### config.mk
export PLATFORM = sky130hd
export DESIGN_NAME = bus_initiator_flat
export DESIGN_NICKNAME = d
export VERILOG_FILES = /design/src/rtl/bus_initiator_pkg.sv /design/src/rtl/bus_initiator_if.sv /design/src/rtl/bus_initiator.sv /design/src/flat_wrapper.sv
export SDC_FILE = /design/constraint.sdc
export NUM_CORES = 1
export LEC_CHECK = 0
export BUFFER_PORTS_ARGS = -buffer_cell sky130_fd_sc_hd__buf_4
export CAP_MARGIN = 20
export CORE_UTILIZATION = 40
export DETAILED_ROUTE_END_ITERATION = 10
export GPL_TIMING_DRIVEN = 0
export PLACE_DENSITY = 0.69
export SYNTH_ARGS = -nofsm -noshare
export SYNTH_HDL_FRONTEND = slang
export SYNTH_SLANG_ARGS = --single-unit
### constraint.sdc
create_clock -name clk -period 5.4 [get_ports clk]
set_clock_uncertainty 0.15 [all_clocks]
set_input_delay 0.81 -clock clk [delete_from_list [all_inputs] [get_ports clk]]
set_output_delay 0.81 -clock clk [all_outputs]
set_load 0.05 [all_outputs]
### src/rtl/bus_initiator_pkg.sv
// Shared definitions for the bus initiator: FSM state encoding and default bus width.
// Imported by the command interface and the initiator itself.
package bus_initiator_pkg;

   localparam int BUS_WIDTH_DEF = 16;

   typedef enum logic [1:0] {
      ST_IDLE  = 2'd0,
      ST_ISSUE = 2'd1,
      ST_WAIT  = 2'd2,
      ST_RESP  = 2'd3
   } state_t;

endpackage

### src/rtl/bus_initiator_if.sv
// Command/response handshake bundle between a requester (master) and the bus initiator (slave).
// Both channels use valid/ready; data is held stable while valid is high and ready is low.
interface bus_initiator_if
   import bus_initiator_pkg::*;
#(
   parameter int BW = BUS_WIDTH_DEF
) ();

   logic          cmd_valid;
   logic          cmd_ready;
   logic [BW-1:0] cmd_addr;
   logic [BW-1:0] cmd_wdata;
   logic          cmd_rw;

   logic          rsp_valid;
   logic          rsp_ready;
   logic [BW-1:0] rsp_rdata;
   logic          rsp_err;

   modport master (
      output cmd_valid, cmd_addr, cmd_wdata, cmd_rw, rsp_ready,
      input  cmd_ready, rsp_valid, rsp_rdata, rsp_err
   );

   modport slave (
      input  cmd_valid, cmd_addr, cmd_wdata, cmd_rw, rsp_ready,
      output cmd_ready, rsp_valid, rsp_rdata, rsp_err
   );

endinterface

### src/rtl/bus_initiator.sv
// Single-outstanding bus initiator: issues one request into the core chain and waits for its return or a timeout.
// Latency: cmd handshake to rsp_valid is 2 cycles plus chain round trip; rsp is held until rsp_ready.
module bus_initiator
   import bus_initiator_pkg::*;
#(
   parameter int TIMEOUT   = 64,
   parameter int BUS_WIDTH = BUS_WIDTH_DEF
) (
   input  logic                 clk,
   input  logic                 rst,
   bus_initiator_if.slave       cmd_bus,
   output logic [BUS_WIDTH-1:0] addr_o,
   output logic [BUS_WIDTH-1:0] wdata_o,
   output logic [BUS_WIDTH-1:0] rdata_o,
   output logic                 rw_o,
   output logic                 valid_o,
   input  logic [BUS_WIDTH-1:0] addr_i,
   input  logic [BUS_WIDTH-1:0] wdata_i,
   input  logic [BUS_WIDTH-1:0] rdata_i,
   input  logic                 rw_i,
   input  logic                 valid_i
);

   localparam int            TW       = $clog2(TIMEOUT + 1);
   localparam logic [TW-1:0] TMO_LAST = TW'(TIMEOUT - 2);
   localparam logic [TW-1:0] TMR_MAX  = {TW{1'b1}};

   state_t               r_state;
   logic [TW-1:0]        r_timer;
   logic [BUS_WIDTH-1:0] r_addr;
   logic [BUS_WIDTH-1:0] r_addr_o;
   logic [BUS_WIDTH-1:0] r_wdata_o;
   logic                 r_rw_o;
   logic                 r_valid_o;
   logic                 r_cmd_ready;
   logic                 r_rsp_valid;
   logic                 r_rsp_err;
   logic [BUS_WIDTH-1:0] r_rsp_rdata;

   logic w_match;
   logic w_unused;

   // Returns are matched on address only; the echoed rw/wdata carry no extra information.
   assign w_match  = valid_i && (addr_i == r_addr);
   assign w_unused = ^{rw_i, wdata_i};

   always_ff @(posedge clk or posedge rst) begin
      if (rst) begin
         r_state     <= ST_IDLE;
         r_timer     <= '0;
         r_addr      <= '0;
         r_addr_o    <= '0;
         r_wdata_o   <= '0;
         r_rw_o      <= 1'b0;
         r_valid_o   <= 1'b0;
         r_cmd_ready <= 1'b1;
         r_rsp_valid <= 1'b0;
         r_rsp_err   <= 1'b0;
         r_rsp_rdata <= '0;
      end else begin
         case (r_state)
            ST_IDLE: begin
               if (cmd_bus.cmd_valid && r_cmd_ready) begin
                  r_addr      <= cmd_bus.cmd_addr;
                  r_addr_o    <= cmd_bus.cmd_addr;
                  r_wdata_o   <= cmd_bus.cmd_wdata;
                  r_rw_o      <= cmd_bus.cmd_rw;
                  r_valid_o   <= 1'b1;
                  r_cmd_ready <= 1'b0;
                  r_state     <= ST_ISSUE;
               end
            end
            ST_ISSUE: begin
               r_addr_o  <= '0;
               r_wdata_o <= '0;
               r_rw_o    <= 1'b0;
               r_valid_o <= 1'b0;
               r_timer   <= '0;
               r_state   <= ST_WAIT;
            end
            ST_WAIT: begin
               // A match in the cycle the timer expires still counts as a success.
               if (w_match) begin
                  r_rsp_rdata <= rdata_i;
                  r_rsp_err   <= 1'b0;
                  r_rsp_valid <= 1'b1;
                  r_state     <= ST_RESP;
               end else if (r_timer == TMO_LAST) begin
                  r_timer     <= r_timer + 1'b1;
                  r_rsp_rdata <= '0;
                  r_rsp_err   <= 1'b1;
                  r_rsp_valid <= 1'b1;
                  r_state     <= ST_RESP;
               end else if (r_timer != TMR_MAX) begin
                  r_timer <= r_timer + 1'b1;
               end
            end
            ST_RESP: begin
               if (cmd_bus.rsp_ready) begin
                  r_rsp_valid <= 1'b0;
                  r_cmd_ready <= 1'b1;
                  r_state     <= ST_IDLE;
               end
            end
            default: r_state <= ST_IDLE;
         endcase
      end
   end

   assign addr_o  = r_addr_o;
   assign wdata_o = r_wdata_o;
   assign rdata_o = '0;
   assign rw_o    = r_rw_o;
   assign valid_o = r_valid_o;

   assign cmd_bus.cmd_ready = r_cmd_ready;
   assign cmd_bus.rsp_valid = r_rsp_valid;
   assign cmd_bus.rsp_err   = r_rsp_err;
   assign cmd_bus.rsp_rdata = r_rsp_rdata;

endmodule

### src/flat_wrapper.sv
// flat-port wrapper written by rule: the top's interface ports become plain ports
module bus_initiator_flat import bus_initiator_pkg::*;
#(
   parameter int TIMEOUT   = 64,
   parameter int BUS_WIDTH = BUS_WIDTH_DEF
)
  (clk, rst, addr_o, wdata_o, rdata_o, rw_o, valid_o, addr_i, wdata_i, rdata_i, rw_i, valid_i, cmd_bus_cmd_valid, cmd_bus_cmd_addr, cmd_bus_cmd_wdata, cmd_bus_cmd_rw, cmd_bus_rsp_ready, cmd_bus_cmd_ready, cmd_bus_rsp_valid, cmd_bus_rsp_rdata, cmd_bus_rsp_err);
  bus_initiator_if #(.BW((16))) cmd_bus_i ();
  input  logic clk;
  input  logic rst;
  output logic [BUS_WIDTH-1:0] addr_o;
  output logic [BUS_WIDTH-1:0] wdata_o;
  output logic [BUS_WIDTH-1:0] rdata_o;
  output logic rw_o;
  output logic valid_o;
  input  logic [BUS_WIDTH-1:0] addr_i;
  input  logic [BUS_WIDTH-1:0] wdata_i;
  input  logic [BUS_WIDTH-1:0] rdata_i;
  input  logic rw_i;
  input  logic valid_i;
  input wire logic [$bits(cmd_bus_i.cmd_valid)-1:0] cmd_bus_cmd_valid;
  input wire logic [$bits(cmd_bus_i.cmd_addr)-1:0] cmd_bus_cmd_addr;
  input wire logic [$bits(cmd_bus_i.cmd_wdata)-1:0] cmd_bus_cmd_wdata;
  input wire logic [$bits(cmd_bus_i.cmd_rw)-1:0] cmd_bus_cmd_rw;
  input wire logic [$bits(cmd_bus_i.rsp_ready)-1:0] cmd_bus_rsp_ready;
  output wire logic [$bits(cmd_bus_i.cmd_ready)-1:0] cmd_bus_cmd_ready;
  output wire logic [$bits(cmd_bus_i.rsp_valid)-1:0] cmd_bus_rsp_valid;
  output wire logic [$bits(cmd_bus_i.rsp_rdata)-1:0] cmd_bus_rsp_rdata;
  output wire logic [$bits(cmd_bus_i.rsp_err)-1:0] cmd_bus_rsp_err;
  assign cmd_bus_i.cmd_valid = cmd_bus_cmd_valid;
  assign cmd_bus_i.cmd_addr = cmd_bus_cmd_addr;
  assign cmd_bus_i.cmd_wdata = cmd_bus_cmd_wdata;
  assign cmd_bus_i.cmd_rw = cmd_bus_cmd_rw;
  assign cmd_bus_i.rsp_ready = cmd_bus_rsp_ready;
  assign cmd_bus_cmd_ready = cmd_bus_i.cmd_ready;
  assign cmd_bus_rsp_valid = cmd_bus_i.rsp_valid;
  assign cmd_bus_rsp_rdata = cmd_bus_i.rsp_rdata;
  assign cmd_bus_rsp_err = cmd_bus_i.rsp_err;
  bus_initiator #(.TIMEOUT(TIMEOUT), .BUS_WIDTH(BUS_WIDTH)) u_core (.clk(clk), .rst(rst), .cmd_bus(cmd_bus_i), .addr_o(addr_o), .wdata_o(wdata_o), .rdata_o(rdata_o), .rw_o(rw_o), .valid_o(valid_o), .addr_i(addr_i), .wdata_i(wdata_i), .rdata_i(rdata_i), .rw_i(rw_i), .valid_i(valid_i));
endmodule
# After elaboration in Yosys (flattened, before gate mapping)
# Cells that the tools add are included.
[word_totals] reg_bits=78 inputBits=87 out_inout_bits=69 word_cells=65
[op_classes] n_addsub=1 eq_ne=11 mux=27 n_reduce_logical=15
[ops] cell="16-bit two-way mux" count=4
[ops] cell="16-bit case mux with 2 select lines" count=2
[ops] cell="7-bit two-way mux" count=3
[ops] cell="16-bit equality test" count=1
[ops] cell="7-bit case mux with 2 select lines" count=1
[ops] cell="3-bit AND reduction" count=4
[ops] cell="2-bit nonzero test" count=5
[ops] cell="1-bit two-way mux" count=8
[ops] cell="2-bit two-way mux" count=4
[ops] cell="1-bit case mux with 2 select lines" count=4
[ops] cell="2-bit case mux with 4 select lines" count=1
[ops] cell="7-bit by 1-bit adder with 7-bit output, second input constant" count=1
[ops] cell="7-bit by 6-bit equality test with 1-bit output, second input constant" count=1
[ops] cell="7-bit != test, second input constant" count=1
[ops] cell="3-bit by 1-bit != test with 1-bit output, second input constant" count=2
[ops] cell="2-bit AND reduction" count=3
[ops] cell="2-bit equality test, second input constant" count=2
[ops] cell="2-bit != test, second input constant" count=2
[ops] cell="2-bit by 1-bit equality test with 1-bit output, second input constant" count=1
[ops] cell="1-bit logical AND" count=2
[ops] cell="2-bit zero test" count=1
[ops] cell="2-bit by 1-bit != test with 1-bit output, second input constant" count=1

# Depth between registers and ports, before layout
# Gate-level depths: netlist of the first run.
[depth] word_depth=5 mapped_depth=7 ltp_nobuf=6

# Worst setup path after synthesis of the first run
# OpenSTA, ideal clock, no wires.
[synth_timing] kind="input -> register" startpoint="input addr_i[3]" endpoint="register u_core.r_state[1]" arrival_time_ps=2318 t_required_ps=5122 path_slack_ps=2805 cell_stages=6 n_path_buf=0 cell_sequence="xor2_1 > or4_1 > nor3b_2 > nand4_2 > a31oi_2 > mux2_1"
[synth_via] elab_chain_cells=4
[synth_rtl] element="start: declaration" line="flat_wrapper.sv:16" rtl="input logic [BUS_WIDTH-1:0] addr_i;"
[synth_rtl] element="16-bit equality test (*)" line="bus_initiator.sv:44" rtl="assign w_match = valid_i && (addr_i == r_addr);"
[synth_rtl] element="1-bit logical AND (*)" line="bus_initiator.sv:44"
[synth_rtl] element="2-bit two-way mux / 3-bit by 1-bit != test with 1-bit output (equally long branches)"
[synth_rtl] element="2-bit case mux with 4 select lines / 3-bit AND reduction (equally long branches)"
[synth_rtl] element="end signal: assignment" line="bus_initiator.sv:49" rtl="r_state <= ST_IDLE;"
[synth_rtl] element="end signal: assignment" line="bus_initiator.sv:70" rtl="r_state <= ST_ISSUE;"
[synth_rtl] element="end signal: assignment" line="bus_initiator.sv:87" rtl="r_state <= ST_RESP;"
[synth_rtl] element="end: declaration" line="bus_initiator.sv:28" rtl="state_t r_state;"
# Every way passes the cells marked *; elsewhere a longest branch is shown, timed or not.
# A chain may end at the register's enable or synchronous reset.

# Worst setup path in the final report of the first run
[layout_timing] startpoint="input addr_i[10]" endpoint="register u_core.r_rsp_rdata[5], in the netlist u_core.cmd_bus.rsp_rdata[5]"
[layout_via] elab_chain_cells=4
[layout_rtl] element="16-bit equality test (*)" line="bus_initiator.sv:44"
[layout_rtl] element="1-bit logical AND (*)" line="bus_initiator.sv:44"
[layout_rtl] element="2-bit nonzero test (no source line)"
[layout_rtl] element="2-bit AND reduction (no source line)"
[layout_rtl] element="end signal: assignment" line="bus_initiator.sv:84" rtl="r_rsp_rdata <= rdata_i;"
[layout_rtl] element="end: declaration" line="bus_initiator.sv:38" rtl="logic [BUS_WIDTH-1:0] r_rsp_rdata;"
# Marked as above.

==> run summary, run 1 <==
DRT Pass-1 Iters = 4
Yosys top cell by area = dfrtp_1
min cycle time layout = 2.65 ns
status = finished clean
relative slew slack = 0.476
largest net degree at the start of global routing = 42
initial core utilization = 0.411
post-CTS setup buffers = 0
R2R depth = 6
clock-pin slew on the worst setup and hold paths = 0.09 ns
Post-synth ARST share = 1.00
Critical R2R Launch = u_core.r_state[0]
number of distinct library cells after synthesis = 45
Top FF cell, synth = dfrtp_1
num rows = 34
Final ANT Viol Nets = 0
die height = 96.4 um
Layout Nets = 555
CTS tree = done
Critical Path RT = 5.46 ns
routability cong. = 0.786
post-cts sizing count = 0
Yosys reg bits = 78
Worst-Margin Slew = 0.780 ns
Worst Hold Class = in2async
chip width = 96.4 um
cells after synthesis = 312
top cells by area in the synthesized netlist = dfrtp_1, a22o_1, mux2_2
vias per cell = 4.93
peak supply drop = 0.238 mV
Hold Violations, Final = 0
Final Worst Setup Slack = 2.75 ns
sequential cell area fraction in the yosys report = 0.548
Leakage = 0.00252 uW
DRC violations left = 0
hold buffer count at cts = 0
WL/cell = 14.1 um
antenna diode count = 0
yosys warns = 0
Via Count = 2831
I/O pin cnt = 156
H-tree depth = 3
total core area = 0.00868 mm2
grt ovf = 0
commonest cells in the netlist = dfrtp_1, nand2_1, a22o_1, buf_4
total CTS buffers = 9
FF-to-FF setup slack = 2.88 ns
proportion of layout cells with a drive suffix above 1 = 0.393
Clock Tree Buf Depth = 2
FF-to-FF End = u_core.addr_o[5]
Pins Over Slew Limit = 0
Sum Neg Setup Slack = 0 ns
critical path launch point type = primary input
Final period util = 0.491
Crit path arrival time = 2.71 ns
Achievable Freq = 0.377 GHz
pre-CTS setup slack = 2.38 ns
Filler Cells Inserted = 775
RSZ-0062 raised after global routing = false
Initial DRC Count = 154
Syn Area/Cell = 11.4 um2
Mapped Area = 0.00356 mm2
Synth top area share = 0.541
CP Capture Type = flop
routed wire length = 8080 um
die area = 0.00929 mm2
EDFF count, synth = 0
CTS sink count = 78
critical path class = in2reg
pwr/cell area = 479 mW/mm2
initial antenna violation count = 0
global-route wire length before repair = 12500 um
PortBufs = 122
All-Layer GR Usage = 0.178
Layout area overhead = 37.5%
clock root cell = clkbuf_8
crit-path max FO = 10
Detail Placement HPWL = 6080 um
Max Cap Viol = 0
Final Setup Violations = 0
most instantiated library cell after synthesis = dfrtp_1
clk_lat worst skew = 0.35 ns
number of global-route vias before repair = 2656
registers in the layout, indices dropped and copies added, names as in the netlist:
register                  count
u_core.addr_o                16
u_core.cmd_bus.cmd_ready      1
u_core.cmd_bus.rsp_err        1
u_core.cmd_bus.rsp_rdata     16
u_core.cmd_bus.rsp_valid      1
u_core.r_addr                16
u_core.r_state                2
u_core.r_timer                7
u_core.rw_o                   1
u_core.valid_o                1
u_core.wdata_o               16
routing by layer:
metal / vias up / share of wire / global-route usage
li1: 1370 / - / -
met1: 1354 / 0.45 / 0.238
met2: 101 / 0.46 / 0.272
met3: 6 / 0.084 / 0.0649
met4: 0 / 0.0068 / 0.0515
met5: - / 0 / 0
cell type report:
type,instances,area (um2),area share
flip-flops and latches,78,1950,0.399
multi-input cells,211,1450,0.296
repair buffers,123,936,0.191
plain buffers,30,186,0.0380
clock buffers,11,141,0.0289
well taps,108,135,0.0276
clock inverters,5,63.8,0.0130
inverters,8,32.5,0.00664
cells by family (layout without fill, tap and decap cells):
| logic type | after synthesis | after routing | share of synthesized area |
|---|---|---|---|
| and+or+nand+nor | 84 | 84 | 0.116 |
| DFF | 78 | 78 | 0.548 |
| AOI/OAI and AO/OA | 66 | 66 | 0.141 |
| buffers and inverters | 38 | 177 | 0.0607 |
| muxes | 21 | 21 | 0.0649 |
| xor gates and xnor gates | 17 | 17 | 0.0439 |
| adders and majority gates | 7 | 7 | 0.0246 |
| other | 1 | 16 | 0.00105 |
worst max-delay path, stage by stage:
cell and delay, ns:
buf_4 0.11, xor2_1 0.16, nor4_1 0.29, nand3_1 0.12, nor3_1 0.65, clkbuf_1 0.42
o21ai_1 0.14
power breakdown:
group	switching, uW	internal, uW	leakage, uW
combinational	647	388	0.00145
sequential	112	745	0.000964
clock	223	232	0.000101
total	983	1360	0.00252
stage by stage:
step / hold WS (ns) / cell area [um2] / cells / total power, uW / util
2_1_floorplan: 0.350 / 3620 / 327 / 1590 / -
3_3_place_gp: 0.316 / 4670 / 557 / 1880 / 0.538
3_5_place_dp: 0.328 / 4690 / 558 / 1910 / 0.541
4_1_cts: 0.334 / 4900 / 574 / 2370 / 0.565
5_1_grt: 0.347 / 4900 / 574 / 2480 / 0.565
6_report: 0.333 / 4900 / 574 / 2350 / 0.565
placed cells by master, fill, tap and decap left out, types with 4 or more instances in the layout:
cell / n
a21oi_1: 5
a22o_1: 33
and4_1: 5
buf_4: 139
clkbuf_1: 11
clkbuf_8: 10
conb_1: 16
dfrtp_1: 77
ha_1: 7
inv_1: 6
mux2_2: 16
mux2i_1: 4
nand2_1: 46
nand3_1: 9
nand4_1: 4
nor2_1: 7
o21ai_1: 16
xnor2_1: 9
xor2_1: 7
how the worst max path moves through the flow:
stage,start,end,slack [ns],depth (start not counted)
after global placement,rst,u_core.valid_o,1.49,2
after global routing,addr_i[10],u_core.cmd_bus.rsp_rdata[8],2.59,7
after CTS,addr_i[10],u_core.cmd_bus.rsp_rdata[5],2.74,7
final,addr_i[10],u_core.cmd_bus.rsp_rdata[5],2.75,7
after floorplan,rst,u_core.addr_o[0],2.45,1
after detailed placement,addr_i[10],u_core.cmd_bus.rsp_rdata[5],2.38,7
No activity file was read; power rests on OpenSTA's default activity.
==> run 2: changes to the inputs <==
--- a/config.mk
+++ b/config.mk
@@ -10,7 +10,7 @@
 export CORE_UTILIZATION = 40
 export DETAILED_ROUTE_END_ITERATION = 10
 export GPL_TIMING_DRIVEN = 0
-export PLACE_DENSITY = 0.69
+export PLACE_DENSITY = 0.72
 export SYNTH_ARGS = -nofsm -noshare
 export SYNTH_HDL_FRONTEND = slang
 export SYNTH_SLANG_ARGS = --single-unit
==> constraint.sdc (replaced) <==
create_clock -name clk -period 2.2 [get_ports clk]
set_clock_uncertainty 0.15 [all_clocks]
set_input_delay 0.33 -clock clk [delete_from_list [all_inputs] [get_ports clk]]
set_output_delay 0.33 -clock clk [all_outputs]
set_load 0.05 [all_outputs]
==> run summary, run 2 (synthesized netlist as in run 1, its figures left out) <==
global-route wire length before repair = 12800 um
relative slew slack = 0.470
Pins Over Slew Limit = 0
Max Cap Viol = 0
Layout Nets = 557
chip width = 96.4 um
antenna diode count = 0
most common cell after layout, fill and taps aside = buf_4
peak supply drop = 0.673 mV
WL/cell = 14.3 um
pwr/cell area = 1190 mW/mm2
Hold Violations, Final = 0
All-Layer GR Usage = 0.183
total core area = 0.00868 mm2
pre-CTS setup slack = -0.392 ns
Detail Placement HPWL = 6120 um
Filler Cells Inserted = 751
H-tree depth = 3
die height = 96.4 um
Placed Instances = 558
RSZ-0062 raised after global routing = true
Clock Tree Buf Depth = 2
clock root cell = clkbuf_8
CP Capture Type = flop
CTS sink count = 78
I/O pin cnt = 156
Worst-Margin Slew = 0.793 ns
crit-path max FO = 3
Critical Path RT = 2.29 ns
total CTS buffers = 9
critical path class = reg2reg
CP max stage delay = 0.51 ns
violated checks = negative setup slack
Worst Hold Class = in2reg
FF-to-FF End = u_core.r_state[1]
routability cong. = 0.778
worst path cell trace = xor2_2 -> or4_4 -> nor3b_2 -> nand4_2 -> a31oi_4 -> mux2_4
Sum Neg Setup Slack = -0.0726 ns
Final Worst Setup Slack = -0.0701 ns
number of global-route vias before repair = 2642
final cell count without fillers = 576
R2R depth = 6
grt ovf = 0
final core occ = 0.581
Via Count = 2858
DRC violations left = 0
min cycle time layout = 2.27 ns
initial antenna violation count = 0
Initial DRC Count = 77
critical path launch point type = flop
CTS tree = done
initial core utilization = 0.411
largest net degree at the start of global routing = 43
routed wire length = 8240 um
Crit. Startpoint = u_core.r_addr[14]
Power Total = 5990 uW
num rows = 34
PortBufs = 122
Final Setup Violations = 2
Crit path arrival time = 2.36 ns
Layout area overhead = 41.3%
Final period util = 1.03
WP buf/inv = 0
Final ANT Viol Nets = 0
Critical R2R Launch = u_core.r_addr[14]
Achievable Freq = 0.441 GHz
clock-pin slew on the worst setup and hold paths = 0.10 ns
proportion of layout cells with a drive suffix above 1 = 0.436
Leakage = 0.00259 uW
number of cells on the critical path = 6
clk_lat worst skew = 0.35 ns
most frequent cells in the layout = buf_4, dfrtp_1, nand2_1
worst setup path endpoint = u_core.r_state[1]
status = finished with violations
die area = 0.00929 mm2
vias per cell = 4.96
critical path's top delay family = simple AND/OR/NAND/NOR gates
Crit-path slowest cell = or4_4
FF-to-FF setup slack = -0.07 ns
DRT Pass-1 Iters = 6
run 2: changes by cell type in the layout (fill, tap and decap cells not counted), moves of 3 or more:
cell / previous run / this run
nand3_2: 0 / 3
clkbuf_2: 0 / 7
clkbuf_1: 11 / 2
nand3_1: 9 / 5
run 2: stage by stage:
step	hold slack [ns]	area [um2]
3_5_place_dp	0.318	4700
5_1_grt	0.0157	5040
4_1_cts	0.0120	4990
6_report	0.0284	5040
3_3_place_gp	0.313	4680
2_1_floorplan	0.302	3620
run 2: worst min-delay path by stage:
stage / startpoint / endpoint / cells after the start
2_1_floorplan: rdata_i[0] / u_core.cmd_bus.rsp_rdata[0] / 2
3_3_place_gp: u_core.valid_o / u_core.valid_o / 1
3_5_place_dp: u_core.valid_o / u_core.valid_o / 1
4_1_cts: rdata_i[5] / u_core.cmd_bus.rsp_rdata[5] / 3
5_1_grt: rdata_i[8] / u_core.cmd_bus.rsp_rdata[8] / 3
6_report: rdata_i[5] / u_core.cmd_bus.rsp_rdata[5] / 3
run 2: final cells by class:
type / instances / area (um2) / share of cell area
Sequential cell: 78 / 1950 / 0.388
Multi-Input combinational cell: 211 / 1540 / 0.306
Timing Repair Buffer: 125 / 953 / 0.189
Buffer: 30 / 196 / 0.0390
Tap cell: 108 / 135 / 0.0268
Clock buffer: 9 / 124 / 0.0246
Clock inverter: 7 / 103 / 0.0204
Inverter: 8 / 33.8 / 0.00670
run 2: worst min-delay path: cells and delay by family:
| family | cells | cell delay (ns) |
|---|---|---|
| AOI/OAI and AO/OA | 1 | 0.06 |
| buffers and inverters | 1 | 0.08 |
| and+or+nand+nor | 1 | 0.04 |
run 2: what timing repair did:
item	CTS	global route
pin swaps	1	3
gates resized for setup	14	13
hold endpoints to repair	36	0
hold buffers	1	0
endpoints found under the setup margin	58	43
setup buffers	1	0
gates cloned	0	0
run 2: power breakdown:
group          internal (uW)  switching [uW]  total [uW]
Sequential              1830             279        2110
Combinational           1020            1640        2660
Clock                    655             568        1220
Total                   3510            2480        5990
run 2: layer usage:
| layer | GRT usage | vias up | part of all wire | wire (um) |
|---|---|---|---|---|
| met2 | 0.280 | 105 | 0.47 | 3860 |
| met1 | 0.250 | 1374 | 0.44 | 3660 |
| met4 | 0.0600 | 0 | 0.012 | 96 |
| met3 | 0.0563 | 8 | 0.075 | 622 |
| met5 | 0 | - | 0 | 0 |
| li1 | - | 1371 | - | - |
==> run 3: changes to the inputs <==
--- a/config.mk
+++ b/config.mk
@@ -10,7 +10,9 @@
 export CORE_UTILIZATION = 40
 export DETAILED_ROUTE_END_ITERATION = 10
 export GPL_TIMING_DRIVEN = 0
+export HOLD_SLACK_MARGIN = 0.06
 export PLACE_DENSITY = 0.72
+export RECOVER_POWER = 25
 export SYNTH_ARGS = -nofsm -noshare
 export SYNTH_HDL_FRONTEND = slang
 export SYNTH_SLANG_ARGS = --single-unit
==> run summary, run 3 (synthesized netlist as in run 1, its figures left out) <==
Layout Nets = 605
Filler Cells Inserted = 700
Worst Hold Class = in2reg
Max Cap Viol = 0
violated checks = negative setup slack
DR WL met3 = 562 um
clock root cell = clkbuf_8
largest net degree at the start of global routing = 43
grt ovf = 0
R2R depth = 6
vias per cell = 4.86
initial antenna violation count = 0
Multi-input gate area = 0.00152 mm2
Hold Violations, Final = 0
Final Setup Violations = 1
total core area = 0.00868 mm2
All-Layer GR Usage = 0.203
Final period util = 1.02
Final ANT Viol Nets = 0
FF-to-FF End = u_core.r_state[1]
routed wire length = 9040 um
FF-to-FF setup slack = -0.04 ns
proportion of layout cells with a drive suffix above 1 = 0.360
Initial DRC Count = 99
Seq pwr share = 0.351
DRT Pass-1 Iters = 6
hold depth = 2
Critical R2R Launch = u_core.r_addr[3]
crit-path max FO = 3
critical path launch point type = flop
Detail Placement HPWL = 6120 um
PortBufs = 122
most frequent cells in the layout = buf_4, dfrtp_1, dlygate4sd3_1
Achievable Freq = 0.446 GHz
Clock Tree Buf Depth = 2
H-tree depth = 3
global-route wire length before repair = 14200 um
pwr/cell area = 1100 mW/mm2
antenna diode count = 0
Crit-path slowest cell = or4_1
Critical Path RT = 2.29 ns
status = finished with violations
pre-CTS setup slack = -0.392 ns
num rows = 34
relative slew slack = 0.459
Sw Ratio = 0.416
number of global-route vias before repair = 2930
WL/cell = 14.5 um
die area = 0.00929 mm2
Layout area overhead = 52.8%
worst setup path endpoint = u_core.r_state[1]
most common cell after layout, fill and taps aside = buf_4
CP max stage delay = 0.53 ns
Comb power frac = 0.447
critical path class = reg2reg
CTS sink count = 78
chip width = 96.4 um
I/O pin cnt = 156
internal power = 3510 uW
Max Used Layer = met4
Power Total = 6010 uW
CTS tree = done
Met2 Wirelength = 4340 um
Via Count = 3034
clk_lat worst skew = 0.35 ns
NetSw = 2500 uW
initial core utilization = 0.411
Sum Neg Setup Slack = -0.0432 ns
Crit path arrival time = 2.33 ns
Crit. Startpoint = u_core.r_addr[3]
Pins Over Slew Limit = 0
met1 wire length = 3950 um
CP Capture Type = flop
clock-pin slew on the worst setup and hold paths = 0.09 ns
peak supply drop = 0.677 mV
RSZ-0062 raised after global routing = true
Clock Power Share = 0.203
die height = 96.4 um
min cycle time layout = 2.24 ns
worst path cell trace = xor2_1 -> or4_1 -> nor3b_2 -> nand4_2 -> a31oi_4 -> mux2_4
routability cong. = 0.778
total CTS buffers = 9
Final Worst Setup Slack = -0.0432 ns
Worst-Margin Slew = 0.810 ns
Leakage = 0.00273 uW
sequential cell area = 0.00195 mm2
DRC violations left = 0
[run 3: worst min-delay path by stage]
stage,to,start,slack (ns)
final,u_core.addr_o[3],cmd_bus_cmd_addr[3],0.07
after global routing,u_core.addr_o[3],cmd_bus_cmd_addr[3],0.07
after CTS,u_core.addr_o[3],cmd_bus_cmd_addr[3],0.06
after detailed placement,u_core.valid_o,u_core.valid_o,0.32
after global placement,u_core.valid_o,u_core.valid_o,0.31
after floorplan,u_core.cmd_bus.rsp_rdata[0],rdata_i[0],0.30
[run 3: layer usage]
layer,up-vias,global-route usage
met5,-,0
met4,0,0.0711
met3,14,0.0548
met2,104,0.326
met1,1445,0.264
li1,1471,-
[run 3: metrics by stage]
step	area, um2	cells	hold slack (ns)	utilization
2_1_floorplan	3620	327	0.302	-
3_3_place_gp	4680	557	0.313	0.539
3_5_place_dp	4700	558	0.318	0.541
4_1_cts	5470	624	0.0600	0.630
5_1_grt	5450	624	0.0671	0.628
6_report	5450	624	0.0723	0.628
[run 3: what timing repair did]
action / in CTS / in global routing
resized for setup: 14 / 9
hold buffers: 49 / 0
pin swaps: 1 / 2
setup buffers: 1 / 0
hold endpoints to repair: 93 / 0
endpoints found under the setup margin: 58 / 41
[run 3: cell type report]
| type | count | share of cell area |
|---|---|---|
| Buffer | 30 | 0.0361 |
| Clock buffer | 9 | 0.0227 |
| Clock inverter | 7 | 0.0188 |
| Inverter | 8 | 0.00620 |
| Multi-Input combinational cell | 211 | 0.280 |
| Sequential cell | 78 | 0.359 |
| Tap cell | 108 | 0.0248 |
| Timing Repair Buffer | 173 | 0.253 |
[run 3: critical path, delay by kind of cell (launching register included)]
kind	cells	cell delay, ns
and+or+nand+nor	3	0.88
DFF	1	0.40
muxes	1	0.31
AOI/OAI and AO/OA	1	0.23
xor gates and xnor gates	1	0.16
[run 3: power by group through the flow]
stage | Sequential [uW] | Clock (uW) | Combinational (uW)
after CTS | 2100 | 1260 | 2720
final | 2110 | 1220 | 2690
after global placement | 2110 | 0 | 2500
after detailed placement | 2130 | 0 | 2550
after global routing | 2160 | 1310 | 2880
after floorplan | 2810 | 0 | 1110
